**src/rtl/sqrt_arbiter_if.sv**
```systemverilog
// Bundle of the requester-side handshake and the shared square-root unit port
// of sqrt_arbiter. The arbiter takes the slave view; the environment the master.
interface sqrt_arbiter_if;
    logic [3:0]  req_i;
    logic [71:0] x_bi;
    logic [3:0]  gnt_o;
    logic [3:0]  done_o;
    logic [3:0]  ack_i;
    logic [8:0]  y_bo;
    logic        busy_o;
    logic        err_o;
    logic        sq_start_o;
    logic [17:0] sq_x_bo;
    logic [8:0]  sq_y_bi;
    logic        sq_busy_i;

    modport slave (
        input  req_i, x_bi, ack_i, sq_y_bi, sq_busy_i,
        output gnt_o, done_o, y_bo, busy_o, err_o, sq_start_o, sq_x_bo
    );

    modport master (
        output req_i, x_bi, ack_i, sq_y_bi, sq_busy_i,
        input  gnt_o, done_o, y_bo, busy_o, err_o, sq_start_o, sq_x_bo
    );
endinterface

```
**src/rtl/sqrt_arbiter.sv**
```systemverilog
// Round-robin arbiter sharing one 18-bit integer square-root unit between four
// requesters; results are held per requester until acknowledged.
module sqrt_arbiter #(
    parameter int START_TMO = 4
) (
    input  logic          clk_i,
    input  logic          rstn_i,
    sqrt_arbiter_if.slave bus
);

    localparam int CW = (START_TMO < 1) ? 1 : $clog2(START_TMO + 1);
    localparam logic [CW-1:0] TMO_LAST = CW'(START_TMO - 1);

    typedef enum logic [2:0] {
        IDLE    = 3'd0,
        START   = 3'd1,
        WAIT_HI = 3'd2,
        WAIT_LO = 3'd3,
        DELIVER = 3'd4
    } state_t;

    state_t        state_r, state_s;
    logic [1:0]    rr_r, rr_s;
    logic [1:0]    id_r, id_s;
    logic [CW-1:0] cnt_r, cnt_s;
    logic [3:0]    gnt_r, gnt_s;
    logic [3:0]    done_r, done_s;
    logic [8:0]    y_r, y_s;
    logic          err_r, err_s;
    logic          start_r, start_s;
    logic          busy_r, busy_s;
    logic [17:0]   xop_r, xop_s;
    logic [2:0]    pick_s;
    logic [6:0]    base_s;

    // Returns {found, index}: first set request at or after ptr, wrapping 3->0.
    function automatic logic [2:0] rr_pick(input logic [3:0] req, input logic [1:0] ptr);
        logic [2:0] res;
        logic [1:0] idx;
        res = 3'b000;
        for (int i = 3; i >= 0; i--) begin
            idx = ptr + 2'(i);
            if (req[idx]) begin
                res = {1'b1, idx};
            end else begin
                res = res;
            end
        end
        return res;
    endfunction

    assign pick_s = rr_pick(bus.req_i, rr_r);
    assign base_s = 7'd18 * {5'd0, pick_s[1:0]};

    // Next-state and next-output logic; every output is registered below.
    always_comb begin
        state_s = state_r;
        rr_s    = rr_r;
        id_s    = id_r;
        cnt_s   = cnt_r;
        gnt_s   = 4'b0000;
        done_s  = done_r;
        y_s     = y_r;
        err_s   = err_r;
        start_s = 1'b0;
        xop_s   = xop_r;
        case (state_r)
            IDLE: begin
                if (pick_s[2] && !bus.sq_busy_i) begin
                    id_s    = pick_s[1:0];
                    xop_s   = bus.x_bi[base_s +: 18];
                    gnt_s   = 4'b0001 << pick_s[1:0];
                    start_s = 1'b1;
                    state_s = START;
                end else begin
                    state_s = IDLE;
                end
            end
            START: begin
                cnt_s   = '0;
                state_s = WAIT_HI;
            end
            WAIT_HI: begin
                if (bus.sq_busy_i) begin
                    state_s = WAIT_LO;
                end else if (cnt_r == TMO_LAST) begin
                    // Unit never acknowledged the start: deliver a zero result and flag it.
                    err_s   = 1'b1;
                    y_s     = 9'd0;
                    done_s  = 4'b0001 << id_r;
                    state_s = DELIVER;
                end else begin
                    cnt_s = cnt_r + CW'(1);
                end
            end
            WAIT_LO: begin
                if (!bus.sq_busy_i) begin
                    y_s     = bus.sq_y_bi;
                    done_s  = 4'b0001 << id_r;
                    state_s = DELIVER;
                end else begin
                    state_s = WAIT_LO;
                end
            end
            DELIVER: begin
                if (bus.ack_i[id_r]) begin
                    done_s  = 4'b0000;
                    rr_s    = id_r + 2'd1;
                    state_s = IDLE;
                end else begin
                    state_s = DELIVER;
                end
            end
            default: begin
                state_s = IDLE;
                done_s  = 4'b0000;
            end
        endcase
        busy_s = (state_s != IDLE);
    end

    // State and output registers.
    always_ff @(posedge clk_i or negedge rstn_i) begin
        if (!rstn_i) begin
            state_r <= IDLE;
            rr_r    <= 2'd0;
            id_r    <= 2'd0;
            cnt_r   <= '0;
            gnt_r   <= 4'b0000;
            done_r  <= 4'b0000;
            y_r     <= 9'd0;
            err_r   <= 1'b0;
            start_r <= 1'b0;
            busy_r  <= 1'b0;
            xop_r   <= 18'd0;
        end else begin
            state_r <= state_s;
            rr_r    <= rr_s;
            id_r    <= id_s;
            cnt_r   <= cnt_s;
            gnt_r   <= gnt_s;
            done_r  <= done_s;
            y_r     <= y_s;
            err_r   <= err_s;
            start_r <= start_s;
            busy_r  <= busy_s;
            xop_r   <= xop_s;
        end
    end

    assign bus.gnt_o      = gnt_r;
    assign bus.done_o     = done_r;
    assign bus.y_bo       = y_r;
    assign bus.busy_o     = busy_r;
    assign bus.err_o      = err_r;
    assign bus.sq_start_o = start_r;
    assign bus.sq_x_bo    = xop_r;

endmodule

```
**src/flat_wrapper.sv**
```systemverilog
// flat-port wrapper written by rule: the top's interface ports become plain ports
module sqrt_arbiter_flat 
#(
    parameter int START_TMO = 4
)
  (clk_i, rstn_i, bus_req_i, bus_x_bi, bus_ack_i, bus_sq_y_bi, bus_sq_busy_i, bus_gnt_o, bus_done_o, bus_y_bo, bus_busy_o, bus_err_o, bus_sq_start_o, bus_sq_x_bo);
  sqrt_arbiter_if bus_i ();
  input  logic clk_i;
  input  logic rstn_i;
  input wire logic [$bits(bus_i.req_i)-1:0] bus_req_i;
  input wire logic [$bits(bus_i.x_bi)-1:0] bus_x_bi;
  input wire logic [$bits(bus_i.ack_i)-1:0] bus_ack_i;
  input wire logic [$bits(bus_i.sq_y_bi)-1:0] bus_sq_y_bi;
  input wire logic [$bits(bus_i.sq_busy_i)-1:0] bus_sq_busy_i;
  output wire logic [$bits(bus_i.gnt_o)-1:0] bus_gnt_o;
  output wire logic [$bits(bus_i.done_o)-1:0] bus_done_o;
  output wire logic [$bits(bus_i.y_bo)-1:0] bus_y_bo;
  output wire logic [$bits(bus_i.busy_o)-1:0] bus_busy_o;
  output wire logic [$bits(bus_i.err_o)-1:0] bus_err_o;
  output wire logic [$bits(bus_i.sq_start_o)-1:0] bus_sq_start_o;
  output wire logic [$bits(bus_i.sq_x_bo)-1:0] bus_sq_x_bo;
  assign bus_i.req_i = bus_req_i;
  assign bus_i.x_bi = bus_x_bi;
  assign bus_i.ack_i = bus_ack_i;
  assign bus_i.sq_y_bi = bus_sq_y_bi;
  assign bus_i.sq_busy_i = bus_sq_busy_i;
  assign bus_gnt_o = bus_i.gnt_o;
  assign bus_done_o = bus_i.done_o;
  assign bus_y_bo = bus_i.y_bo;
  assign bus_busy_o = bus_i.busy_o;
  assign bus_err_o = bus_i.err_o;
  assign bus_sq_start_o = bus_i.sq_start_o;
  assign bus_sq_x_bo = bus_i.sq_x_bo;
  sqrt_arbiter #(.START_TMO(START_TMO)) u_core (.clk_i(clk_i), .rstn_i(rstn_i), .bus(bus_i));
endmodule
```
**config.mk**
```make
export PLATFORM = sky130hd
export DESIGN_NAME = sqrt_arbiter_flat
export DESIGN_NICKNAME = d
export VERILOG_FILES = /design/src/rtl/sqrt_arbiter_if.sv /design/src/rtl/sqrt_arbiter.sv /design/src/flat_wrapper.sv
export SDC_FILE = /design/constraint.sdc
export NUM_CORES = 1
export LEC_CHECK = 0
export CELL_PAD_IN_SITES_DETAIL_PLACEMENT = 0
export CELL_PAD_IN_SITES_GLOBAL_PLACEMENT = 1
export CORE_ASPECT_RATIO = 0.8
export CORE_MARGIN = 2
export CORE_UTILIZATION = 32
export CTS_CLUSTER_SIZE = 24
export DETAILED_ROUTE_END_ITERATION = 10
export PLACE_DENSITY = 0.94
export SKIP_LAST_GASP = 1
export SLEW_MARGIN = 20
export SYNTH_ARGS = -nofsm -noshare
export SYNTH_HDL_FRONTEND = slang
export SYNTH_SLANG_ARGS = --single-unit
```
**constraint.sdc**
```tcl
create_clock -name clk_i -period 3.05 [get_ports clk_i]
set_input_delay 0.305 -clock clk_i [delete_from_list [all_inputs] [get_ports clk_i]]
set_output_delay 0.305 -clock clk_i [all_outputs]
set_load 0.005 [all_outputs]
```
---- Yosys cells after proc, flatten, opt, wreduce, memory -nomap -nowiden ----
Cells that the tools add are included.
operators by class
  $add $sub $neg .......................... 5
  multipliers ............................. 1
  magnitude comparators ................... 5
  eq/ne operators ......................... 10
  shifts and indexed selects .............. 3
  mux-type cells .......................... 36
  bitwise operators ....................... 2
  reduce and logical (&&, ||, !) cells .... 13
operators by type and width
  cell                                                   count
  variable part select 72 x 8 -> 18 bit                  1
  2-to-1 mux 3 bit                                       10
  2-to-1 mux 9 bit                                       3
  2-to-1 mux 4 bit                                       6
  case mux 9 bit (2 select lines)                        1
  case mux 4 bit (4 select lines)                        1
  < comparator 2 x 3 -> 1 bit, second input constant     5
  case mux 3 bit (5 select lines)                        1
  binary-select mux 1 bit (select 2 bit)                 5
  == test 3 x 2 -> 1 bit, second input constant          3
  2-to-1 mux 1 bit                                       8
  << shifter 1 x 2 -> 4 bit, first input constant        2
  multiplier 4 x 2 -> 6 bit, first input constant        1
  inequality test 2 bit, second input constant           3
  case mux 3 bit (2 select lines)                        1
  AND reduction 3 bit                                    2
  AND reduction 5 bit                                    1
  adder 2 x 1 -> 2 bit, second input constant            2
  adder 2 bit, second input constant                     2
  inequality test 2 x 1 -> 1 bit, second input constant  2
  AND reduction 2 bit                                    2
  AND reduction 4 bit                                    1
  nonzero test 2 bit                                     2
  adder 3 x 1 -> 3 bit, second input constant            1
  other kinds (8)                                        9
storage, ports and cells
  flip-flop bits (word level) ............. 48
  bits of input ports ..................... 92

---- Depth between registers and ports, before layout ----
Gate-level depths: netlist of the first run.
  depth after elaboration ................. 11
  mapped depth ............................ 7
  gate-level depth less buffers ........... 7

---- Least setup slack after synthesis of the first run ----
No wires, ideal clock.
  path type ............................... register to register
  start ................................... reg u_core.cnt_r[0]
  end ..................................... reg u_core.cnt_r[0]
  setup time .............................. 0.125 ns
  data arrival time ....................... 1.655 ns
  required time ........................... 2.925 ns
  path slack .............................. 1.271 ns
  stages on the path, launching flop included .. 6
  path buffers ............................ 0
  clock period less this slack ............ 1.779 ns
  cells stage by stage .................... dfrtp_1 > ha_1 > ha_1 > or3_1 > a21oi_2 > mux2_2
on the way
  cells in the longest elaborated chain, start to end .. 4
  elaborated cells on any way between the ends .. 7
  classes of those cells .................. add/sub (1); eq/ne (2); mux (3); reduce/logical (1)
RTL lines
  element                          RTL line             RTL
  start, declared                  sqrt_arbiter.sv:25   logic [CW-1:0] cnt_r, cnt_s;
  start signal, assigned           sqrt_arbiter.sv:140  cnt_r <= cnt_s;
  adder 3 x 1 -> 3 bit             sqrt_arbiter.sv:93   cnt_s = cnt_r + CW'(1);
  2-to-1 mux 3 bit                 sqrt_arbiter.sv:86   end else if (cnt_r == TMO_LAST) begin
  2-to-1 mux 3 bit                 sqrt_arbiter.sv:84   if (bus.sq_busy_i) begin
  case mux 3 bit (2 select lines)  sqrt_arbiter.sv:67   case (state_r)
Several ways; a longest one is shown, not always the timed one. The select of a mux whose other input is x is not followed.
A chain may end at the register's enable or synchronous reset.

---- Final worst setup path of the first run ----
  start ................................... in bus_req_i[1]
  end ..................................... reg u_core.xop_r[5] (netlist: u_core.bus.sq_x_bo[5])
on the way
  cells in the longest elaborated chain, start to end .. 8
  elaborated cells on any way between the ends .. 16
  classes of those cells .................. mul (1); shift (1); mux (12); reduce/logical (2)
RTL lines
  element                                                                              RTL line                                RTL
  start, declared                                                                      flat_wrapper.sv:10                      input wire logic [$bits(bus_i.req_i)-1:0] bus_req_i;
  binary-select mux 1 bit (select 2 bit)                                               sqrt_arbiter.sv:43                      if (req[idx]) begin
  2-to-1 mux 1 bit (implied by the code)                                               sqrt_arbiter.sv:43
  2-to-1 mux 3 bit (3 in a row)                                                        sqrt_arbiter.sv:43
  2-to-1 mux 3 bit (*)                                                                 sqrt_arbiter.sv:43
  multiplier 4 x 2 -> 6 bit / logical AND 1 bit (equally long branches)                sqrt_arbiter.sv:53, sqrt_arbiter.sv:69
  variable part select 72 x 8 -> 18 bit / AND reduction 2 bit (equally long branches)  -
  end signal, assigned                                                                 sqrt_arbiter.sv:147                     xop_r <= xop_s;
  end, declared                                                                        sqrt_arbiter.sv:32                      logic [17:0] xop_r, xop_s;
Every way passes the cells marked *; elsewhere a longest branch is shown, timed or not. The select of a mux whose other input is x is not followed.

==> impl_metrics.toml, run 1 <==
[outcome]
outcome = "completed"

[worst_setup_path]
reg2reg_to = "u_core.bus.sq_x_bo[5]$_DFFE_PN0P_"
slowest_stage = "clkdlybuf4s50_1"
critical_path_class = "in -> reg"
critical_path_buf_inv_count = 2
cp-start-kind = "input port"
crit_path_max_incr_delay_ns = 0.51
required_ns = 3.23
path_max_fanout = 28
end_kind = "flop"
worstPathArrival_ns = 2.48
crit_family = "buffers and inverters"
r2r-start = "u_core.rr_r[1]$_DFFE_PN0P_"
rr_worst_depth = 6
r2r_setup_slack_ns = 0.78
worstPathCellList = "clkdlybuf4s50_1 > mux2_2 > o221ai_4 > buf_12 > mux2i_1 > a2bb2oi_1 > o21ai_1"

[clocking]
cts.sink_count = 48
h-tree-depth = 2
cts_made_buffers = 5
cts_resized = 0
clock_latency_ns = 0.29
clk_path_buf_depth = 2
cts.clk_slew.worst_paths_ns = 0.09
cts_root_buffer = "clkbuf_8"
post-cts-setup-buffers = 0
cts_hold_buf = 0
cts_tree = "built"

[timing]
tns_ns = 0
clock.fmax_mhz = 434
post-route-worst-setup-slack_ns = 0.746
period_share = 0.756
timing.final.crit_period_ns = 2.30
drv_slew = 0
setup_viol = 0
grt_setup_unrepaired = "false"
skew_ns = 0.00373
finalHoldViolCount = 0
tightest_slew_ns = 0.652
slew_headroom = 0.563

[power_and_ir_drop]
power_frac_seq = 0.365
pwr-share-comb = 0.497
p_per_area_nw_per_um2 = 742
p_sw_w = 0.000968
power_leakage_nw = 1.77
ir_worst_vdd_v = 0.000313
power.share.clock = 0.138
switching_share = 0.328
internal-power_w = 0.00198

[grt]
grt_max_degree = 49
met1_usage = 0.210
grt_usage = 0.153
grt_first_pass_wirelength_um = 10000
met3_usage = 0.0396
grt_pass1_vias = 2045
grtUsageMet2 = 0.247
grt_overflow = 0
antenna_found_initial = 0
gr-max-usage-layer = "met2"

[synthesis]
yosysMostFrequentCell = "dfrtp_1"
netlist_instances = 212
synth_common_cells = "dfrtp_1, mux2i_1, o21ai_1"
synth_area_leaders = "dfrtp_1, mux2i_1, a2bb2oi_1"
synth-main-ff-cell = "dfrtp_1"
netlist-cell-type-count = 36
synth_edf_count = 0
synth_top_area_cell = "dfrtp_1"
seq_area_frac_synth = 0.485
yosys_warnings = 0
synthArstFlopShare = 1.00
post_synth.cell_area_avg_um2 = 11.7
synth.net_count = 310
netlist.area_leader.share = 0.485
ys_ff_latch = 48
syn-cell-area_um2 = 2480

[detailed_routing]
drc_errors = 0
antenna_left = 0
viasPerCell = 4.91
drt_iter0_markers = 85
drt_first_pass_iters = 4
num_vias = 2184
post_drt_wl_per_cell_um = 15.1
drt_wl_total_um = 6720

[place]
gp_congestion = 0.786
post-place-ws_ns = 0.417
placed_area_um2 = 3870
io_buffers = 129
place_inst = 438
dp_hpwl_um = 5040

[die]
die_h_um = 82.7
initial_core_util = 0.332
fp.dieArea_um2 = 8470
die_width_um = 102
io_pins = 130
coreArea_um2 = 7460
rows = 28

[cells_and_area]
drive_gt1_frac = 0.0676
synthToLayoutAreaGrowth_pct = 60.2
finalInstanceArea_um2 = 3970
utilization = 0.532
diodes = 0
final_cells = 445
layout.nets = 438

[run]
maxCapViolCount = 0

[min_path]
hp-class = "in -> async"
-- worst max-delay path by stage --
| stage | end | depth (start not counted) | slack [ns] | start |
|---|---|---|---|---|
| floorplan | u_core.cnt_r[0]$_DFFE_PN0P_ | 5 | 1.27 | u_core.cnt_r[0]$_DFFE_PN0P_ |
| detailed placement | u_core.bus.sq_x_bo[5]$_DFFE_PN0P_ | 7 | 0.42 | bus_req_i[1] |
| global route | u_core.bus.sq_x_bo[5]$_DFFE_PN0P_ | 7 | 0.60 | bus_req_i[0] |
| CTS | u_core.bus.sq_x_bo[5]$_DFFE_PN0P_ | 7 | 0.73 | bus_req_i[1] |
| global placement | u_core.bus.sq_x_bo[1]$_DFFE_PN0P_ | 7 | 0.50 | bus_req_i[1] |
| finish | u_core.bus.sq_x_bo[5]$_DFFE_PN0P_ | 7 | 0.75 | bus_req_i[1] |
-- cell families (layout without fill, tap and decap cells) --
kind of cell | after synthesis | after routing | share of synthesized area
adder cells (fa/ha/maj) | 6 | 6 | 0.0303
flip-flops | 48 | 48 | 0.485
AND/OR/NAND/NOR | 33 | 33 | 0.0727
multiplexers | 40 | 40 | 0.168
AO/OA/AOI/OAI | 67 | 67 | 0.202
buffers and inverters | 18 | 146 | 0.0424
-- placed cells by master, fill, tap and decap left out, types with 3 or more instances in the layout --
| master | n |
|---|---|
| a22o_1 | 13 |
| a2bb2oi_1 | 18 |
| buf_4 | 3 |
| clkbuf_8 | 7 |
| clkdlybuf4s50_1 | 128 |
| dfrtp_1 | 48 |
| ha_1 | 6 |
| inv_1 | 6 |
| mux2_2 | 3 |
| mux2i_1 | 36 |
| nand2_1 | 8 |
| nand2b_1 | 3 |
| nor2_1 | 6 |
| nor2b_1 | 4 |
| o21ai_0 | 7 |
| o21ai_1 | 18 |
-- state kept, by name, summed over array words and instances, names as in the netlist --
name,count
u_core.bus.gnt_o,4
u_core.bus.done_o,4
u_core.bus.busy_o,1
u_core.bus.err_o,1
u_core.bus.y_bo,9
u_core.bus.sq_x_bo,18
u_core.state_r,3
u_core.bus.sq_start_o,1
u_core.rr_r,2
u_core.id_r,2
u_core.cnt_r,3
-- layout make-up --
type / instances / area [um2]
timing repair buffer: 132 / 1320
multi-input combinational: 146 / 1190
clock buffer: 7 / 96.3
fill: 675 / 3490
tap: 105 / 131
sequential: 48 / 1200
inverter: 7 / 26.3
-- stage by stage --
| stage | total power, W | hold slack [ns] |
|---|---|---|
| after CTS | 0.00299 | 0.0411 |
| after global placement | 0.00253 | 0.445 |
| after global routing | 0.00317 | 0.0619 |
| after detailed placement | 0.00257 | 0.372 |
| after floorplan | 0.00184 | 0.00941 |
| final | 0.00295 | 0.0294 |
-- worst register-to-register path, stage by stage (launching register included) --
cell,delay [ns]
dfrtp_1,0.44
mux2_2,0.38
o221ai_4,0.51
buf_12,0.30
mux2i_1,0.27
a2bb2oi_1,0.17
o21ai_1,0.07
-- power groups by stage --
stage | Sequential (W) | Clock [W] | Combinational [W]
3_3_place_gp | 0.00108 | 0 | 0.00145
5_1_grt | 0.00111 | 0.000454 | 0.00160
3_5_place_dp | 0.00109 | 0 | 0.00148
6_report | 0.00107 | 0.000406 | 0.00146
2_1_floorplan | 0.00107 | 0 | 0.000770
4_1_cts | 0.00107 | 0.000427 | 0.00149
-- routing by layer --
metal  vias to the layer above  share of wire
met4                         0         0.0021
met5                         -              0
met1                      1049           0.45
met3                         2          0.078
met2                        91           0.47
li1                       1042              -
Note: power is estimated with default switching activity, not from simulation.
==> inputs of run 2 (changes only) <==
--- a/config.mk
+++ b/config.mk
@@ -9,10 +9,10 @@
 export CELL_PAD_IN_SITES_GLOBAL_PLACEMENT = 1
 export CORE_ASPECT_RATIO = 0.8
 export CORE_MARGIN = 2
-export CORE_UTILIZATION = 32
+export CORE_UTILIZATION = 29
 export CTS_CLUSTER_SIZE = 24
 export DETAILED_ROUTE_END_ITERATION = 10
-export PLACE_DENSITY = 0.94
+export PLACE_DENSITY = 0.87
 export SKIP_LAST_GASP = 1
 export SLEW_MARGIN = 20
 export SYNTH_ARGS = -nofsm -noshare
==> constraint.sdc (replaced) <==
create_clock -name clk_i -period 2.3 [get_ports clk_i]
set_input_delay 0.23 -clock clk_i [delete_from_list [all_inputs] [get_ports clk_i]]
set_output_delay 0.23 -clock clk_i [all_outputs]
set_load 0.005 [all_outputs]
==> run 2 against run 1 <==
  * Clock-buffer cell count decreased by 1
  * Critical path depth decreased by 1
  * Register-to-register slack got worse by 0.38 ns
  * Flip-flop and latch count unchanged
==> impl_metrics.toml, run 2 (same netlist as run 1, synthesis figures left out) <==
[detailed_routing]
num_vias = 2183
drc_errors = 0
antenna_left = 0
post_drt_wl_per_cell_um = 14.8
drt_iter0_markers = 64
viasPerCell = 4.76
drt_wl_total_um = 6790
drt_first_pass_iters = 4

[clocking]
cts.clk_slew.worst_paths_ns = 0.08
cts_tree = "built"
cts_resized = 0
cts_root_buffer = "clkbuf_8"
clock_latency_ns = 0.29
cts_made_buffers = 5
clk_path_buf_depth = 2
post-cts-setup-buffers = 0
h-tree-depth = 2
cts_hold_buf = 0
cts.sink_count = 48

[worst_setup_path]
crit_path_max_incr_delay_ns = 0.43
path_max_fanout = 29
crit_family = "multiplexers"
critical_path_class = "reg -> reg"
end_kind = "flop"
slowest_stage = "dfrtp_1"
critical_path_buf_inv_count = 1
cp-start-kind = "flop"
worstPathCellList = "mux2_2 > o221ai_4 > buf_12 > mux2i_1 > a2bb2oi_1 > o21ai_1"
worstPathArrival_ns = 2.07
required_ns = 2.47

[place]
io_buffers = 129
dp_hpwl_um = 5180
placed_area_um2 = 3940
gp_congestion = 0.718

[cells_and_area]
multiInputGateArea_um2 = 1190
diodes = 0
drive_gt1_frac = 0.0836
final_common_cell = "clkdlybuf4s50_1"
layout.nets = 445
n_fill_cell = 799
largest_reg_flops = 18
synthToLayoutAreaGrowth_pct = 62.3
seqCellArea_um2 = 1200
finalInstanceArea_um2 = 4020
layout_common_cells = "clkdlybuf4s50_1, dfrtp_1, mux2i_1"

[grt]
grt_max_degree = 49
grt_usage = 0.145
grt_pass1_vias = 2269
grt_first_pass_wirelength_um = 10800
antenna_found_initial = 0
grt_overflow = 0

[timing]
finalHoldViolCount = 0
skew_ns = 0.00243
tns_ns = 0
slew_headroom = 0.573
tightest_slew_ns = 0.637
drv_slew = 0
grt_setup_unrepaired = "false"
period_share = 0.828
timing.hold.ws_ns = 0.0286
setup_viol = 0
clock.fmax_mhz = 525
timing.final.crit_period_ns = 1.90

[die]
die_width_um = 107
fp.dieArea_um2 = 9310
io_pins = 130
die_h_um = 86.7
rows = 30
coreArea_um2 = 8410
initial_core_util = 0.295

[power_and_ir_drop]
ir_worst_vdd_v = 0.000397
power_leakage_nw = 1.80
p_per_area_nw_per_um2 = 967

[run]
maxCapViolCount = 0

[outcome]
outcome = "completed"

[min_path]
hp-class = "in -> async"
[run 2: cell count changes in the layout (fill, tap and decap cells not counted)]
cell / previous run / this run
buf_4: 3 / 8
clkbuf_8: 7 / 5
buf_12: 1 / 2
buf_2: 0 / 1
clkbuf_1: 0 / 1
clkinv_2: 0 / 1
[run 2: worst register-to-register path, cell delays in order, from the launching register on]
cell	delay [ns]
dfrtp_1	0.43
mux2_2	0.38
o221ai_4	0.20
buf_12	0.25
mux2i_1	0.22
a2bb2oi_1	0.20
o21ai_1	0.10
[run 2: final cells by class]
class	instances	share of cell area
timing repair buffer	139	0.345
sequential	48	0.299
multi-input combinational	146	0.296
tap	112	0.0348
clock buffer	6	0.0180
inverter	7	0.00653
clock inverter	1	0.00124
[run 2: worst paths after layout]
| path | startpoint | to | slack, ns | cells after the start |
|---|---|---|---|---|
| setup / recovery | u_core.rr_r[1]$_DFFE_PN0P_ | u_core.bus.sq_x_bo[3]$_DFFE_PN0P_ | 0.40 | 6 |
| hold / removal | rstn_i | u_core.bus.done_o[2]$_DFFE_PN0P_ | 0.03 | 2 |
| setup reg to reg | u_core.rr_r[1]$_DFFE_PN0P_ | u_core.bus.sq_x_bo[3]$_DFFE_PN0P_ | 0.40 | 6 |
| hold reg to reg | u_core.bus.err_o$_DFFE_PN0P_ | u_core.bus.err_o$_DFFE_PN0P_ | 0.47 | 1 |
| max in group asynchronous | rstn_i | u_core.bus.y_bo[0]$_DFFE_PN0P_ | 1.86 | 2 |
| min in group clk_i | u_core.bus.err_o$_DFFE_PN0P_ | u_core.bus.err_o$_DFFE_PN0P_ | 0.47 | 1 |
[run 2: power breakdown]
part | switching (W) | internal [W]
clock network | 0.000262 | 0.000207
registers | 0.000231 | 0.00118
logic | 0.000795 | 0.00121
[run 2: per-stage QoR]
step	instances	utilization	total power, W	setup WS [ns]
after global routing	459	0.479	0.00419	0.288
after global placement	452	0.469	0.00340	0.204
after floorplan	212	-	0.00244	0.521
after detailed placement	452	0.469	0.00346	0.151
after CTS	459	0.478	0.00396	0.391
final	459	0.479	0.00389	0.396
[run 2: per-layer routing]
layer | routed length [um] | part of all wire | GRT usage | vias up
li1 | - | - | - | 1056
met1 | 2930 | 0.43 | 0.182 | 1035
met2 | 3280 | 0.48 | 0.251 | 87
met3 | 564 | 0.083 | 0.0451 | 5
met4 | 29 | 0.0043 | 0.0245 | 0
met5 | 0 | 0 | 0 | -
==> inputs of run 3 (changes only) <==
==> constraint.sdc (replaced) <==
create_clock -name clk_i -period 1.96 [get_ports clk_i]
set_input_delay 0.196 -clock clk_i [delete_from_list [all_inputs] [get_ports clk_i]]
set_output_delay 0.196 -clock clk_i [all_outputs]
set_load 0.005 [all_outputs]
==> run 3 against run 2 <==
  * Clock-buffer cell count is the same
  * Global-route usage is 0.38 points higher
  * Flip-flop and latch count unchanged
  * Final cell count up 3.7%
  * Final area rose by 4.5%
  * Critical path depth increased by 1
  * Maximum frequency rose by 1.2%
  * Hold slack better by 0.42 ns
  * Clock power rose by 22%
  * Combinational power grew 30%
  * Critical path type unchanged
  * Highest routed layer unchanged
==> impl_metrics.toml, run 3 (same netlist as run 1, synthesis figures left out) <==
[power_and_ir_drop]
switching_share = 0.328
p_sw_w = 0.00159
power_leakage_nw = 1.90
pwr-share-comb = 0.542
internal-power_w = 0.00325
p_per_area_nw_per_um2 = 1150
ir_worst_vdd_v = 0.000482
power.share.clock = 0.119
power_frac_seq = 0.340

[grt]
grt_usage = 0.149
antenna_found_initial = 0
grt_max_degree = 28
grt_overflow = 0
grt_pass1_vias = 2287
grt_first_pass_wirelength_um = 11000

[detailed_routing]
met3_length_um = 604
antenna_left = 0
drt-met1-wl_um = 3200
viasPerCell = 4.70
drc_errors = 0
routed.top_layer = "met4"
drt_first_pass_iters = 4
post_drt_wl_per_cell_um = 15.1
drt_wl_total_um = 7200
drt_iter0_markers = 61
wl_met2_um = 3350
num_vias = 2239

[timing]
drv_slew = 0
tightest_slew_ns = 0.644
period_share = 0.960
clock.fmax_mhz = 531
skew_ns = 0.0145
finalHoldViolCount = 0
timing.final.crit_period_ns = 1.88
setup_viol = 0
post-route-worst-setup-slack_ns = 0.0780
slew_headroom = 0.571

[die]
die_width_um = 107
coreArea_um2 = 8410
fp.dieArea_um2 = 9310
rows = 30
initial_core_util = 0.295
io_pins = 130
die_h_um = 86.7

[worst_setup_path]
path_max_fanout = 12
end_kind = "flop"
worstPathArrival_ns = 2.05
setup.worst_path.start = "u_core.rr_r[0]$_DFFE_PN0P_"
r2r-start = "u_core.rr_r[0]$_DFFE_PN0P_"
required_ns = 2.13
cp-start-kind = "flop"
critical_path_class = "reg -> reg"

[cells_and_area]
layout.nets = 462
finalInstanceArea_um2 = 4210
multiInputGateArea_um2 = 1190
largest_reg_flops = 18
seqCellArea_um2 = 1200
synthToLayoutAreaGrowth_pct = 69.7
diodes = 0
drive_gt1_frac = 0.124
n_fill_cell = 800
final_common_cell = "clkdlybuf4s50_1"
layout_common_cells = "clkdlybuf4s50_1, dfrtp_1, mux2i_1"

[clocking]
clock_latency_ns = 0.30
cts_root_buffer = "clkbuf_8"
clk_path_buf_depth = 2
cts_made_buffers = 5
h-tree-depth = 2
cts.sink_count = 48
cts_tree = "built"
cts.clk_slew.worst_paths_ns = 0.10

[min_path]
hp-class = "in -> async"

[run]
maxCapViolCount = 0

[outcome]
outcome = "completed"

[place]
gp_congestion = 0.767
io_buffers = 129
dp_hpwl_um = 5370
placed_area_um2 = 4040
post-place-ws_ns = -0.207
run 3: cell types whose count changed in the layout (fill, tap and decap cells not counted), sizes merged:
cell         before  now
buf              11   25
clkbuf            6    8
dlygate4sd3       0    1
run 3: repair_timing:
action / in CTS / in global routing
setup endpoints to repair: 0 / 15
setup buffers: 0 / 3
resized for setup: 0 / 4
hold buffers: 1 / 0
hold endpoints to repair: 25 / 0
run 3: path summary, 6_finish.rpt:
path	depth (start not counted)	endpoint	slack [ns]
max in group asynchronous	3	u_core.bus.sq_x_bo[6]$_DFFE_PN0P_	0.88
min in group clk_i	1	u_core.bus.err_o$_DFFE_PN0P_	0.47
worst min register to register	1	u_core.bus.err_o$_DFFE_PN0P_	0.47
worst min-delay path	2	u_core.bus.done_o[2]$_DFFE_PN0P_	0.45
worst max register to register	7	u_core.bus.sq_x_bo[4]$_DFFE_PN0P_	0.08
worst max-delay path	7	u_core.bus.sq_x_bo[4]$_DFFE_PN0P_	0.08
run 3: cell type report:
class,count,share of cell area
clock buffer,6,0.0173
tap,112,0.0333
clock inverter,1,0.00119
inverter,7,0.00625
sequential,48,0.286
timing repair buffer,156,0.374
multi-input combinational,146,0.282
run 3: critical path: stages (launching register included):
cell,delay (ns)
dfrtp_1,0.43
or3b_1,0.43
o221ai_4,0.09
buf_4,0.18
clkbuf_16,0.18
mux2i_1,0.20
a2bb2oi_1,0.17
o21ai_1,0.07
run 3: power groups by stage:
stage	Clock [W]	Combinational [W]	Sequential (W)
after floorplan	0	0.00120	0.00167
after global placement	0	0.00247	0.00164
after detailed placement	0	0.00251	0.00167
after CTS	0.000597	0.00253	0.00165
after global routing	0.000644	0.00286	0.00170
final	0.000573	0.00262	0.00164
run 3: per-stage QoR:
step	hold WS (ns)	total power, W	utilization	setup TNS, ns	instances
global placement	0.258	0.00411	0.480	-1.96	463
finish	0.447	0.00483	0.500	0	476
floorplan	-0.0996	0.00287	-	0	212
CTS	0.470	0.00477	0.490	0	471
detailed placement	0.264	0.00418	0.480	-3.08	463
global route	0.478	0.00520	0.500	-0.00380	476
run 3: per-layer routing:
metal  track usage  vias to the layer above
met3        0.0526                        4
li1              -                     1093
met2         0.235                       83
met4        0.0280                        0
met5             0                        -
met1         0.199                     1059
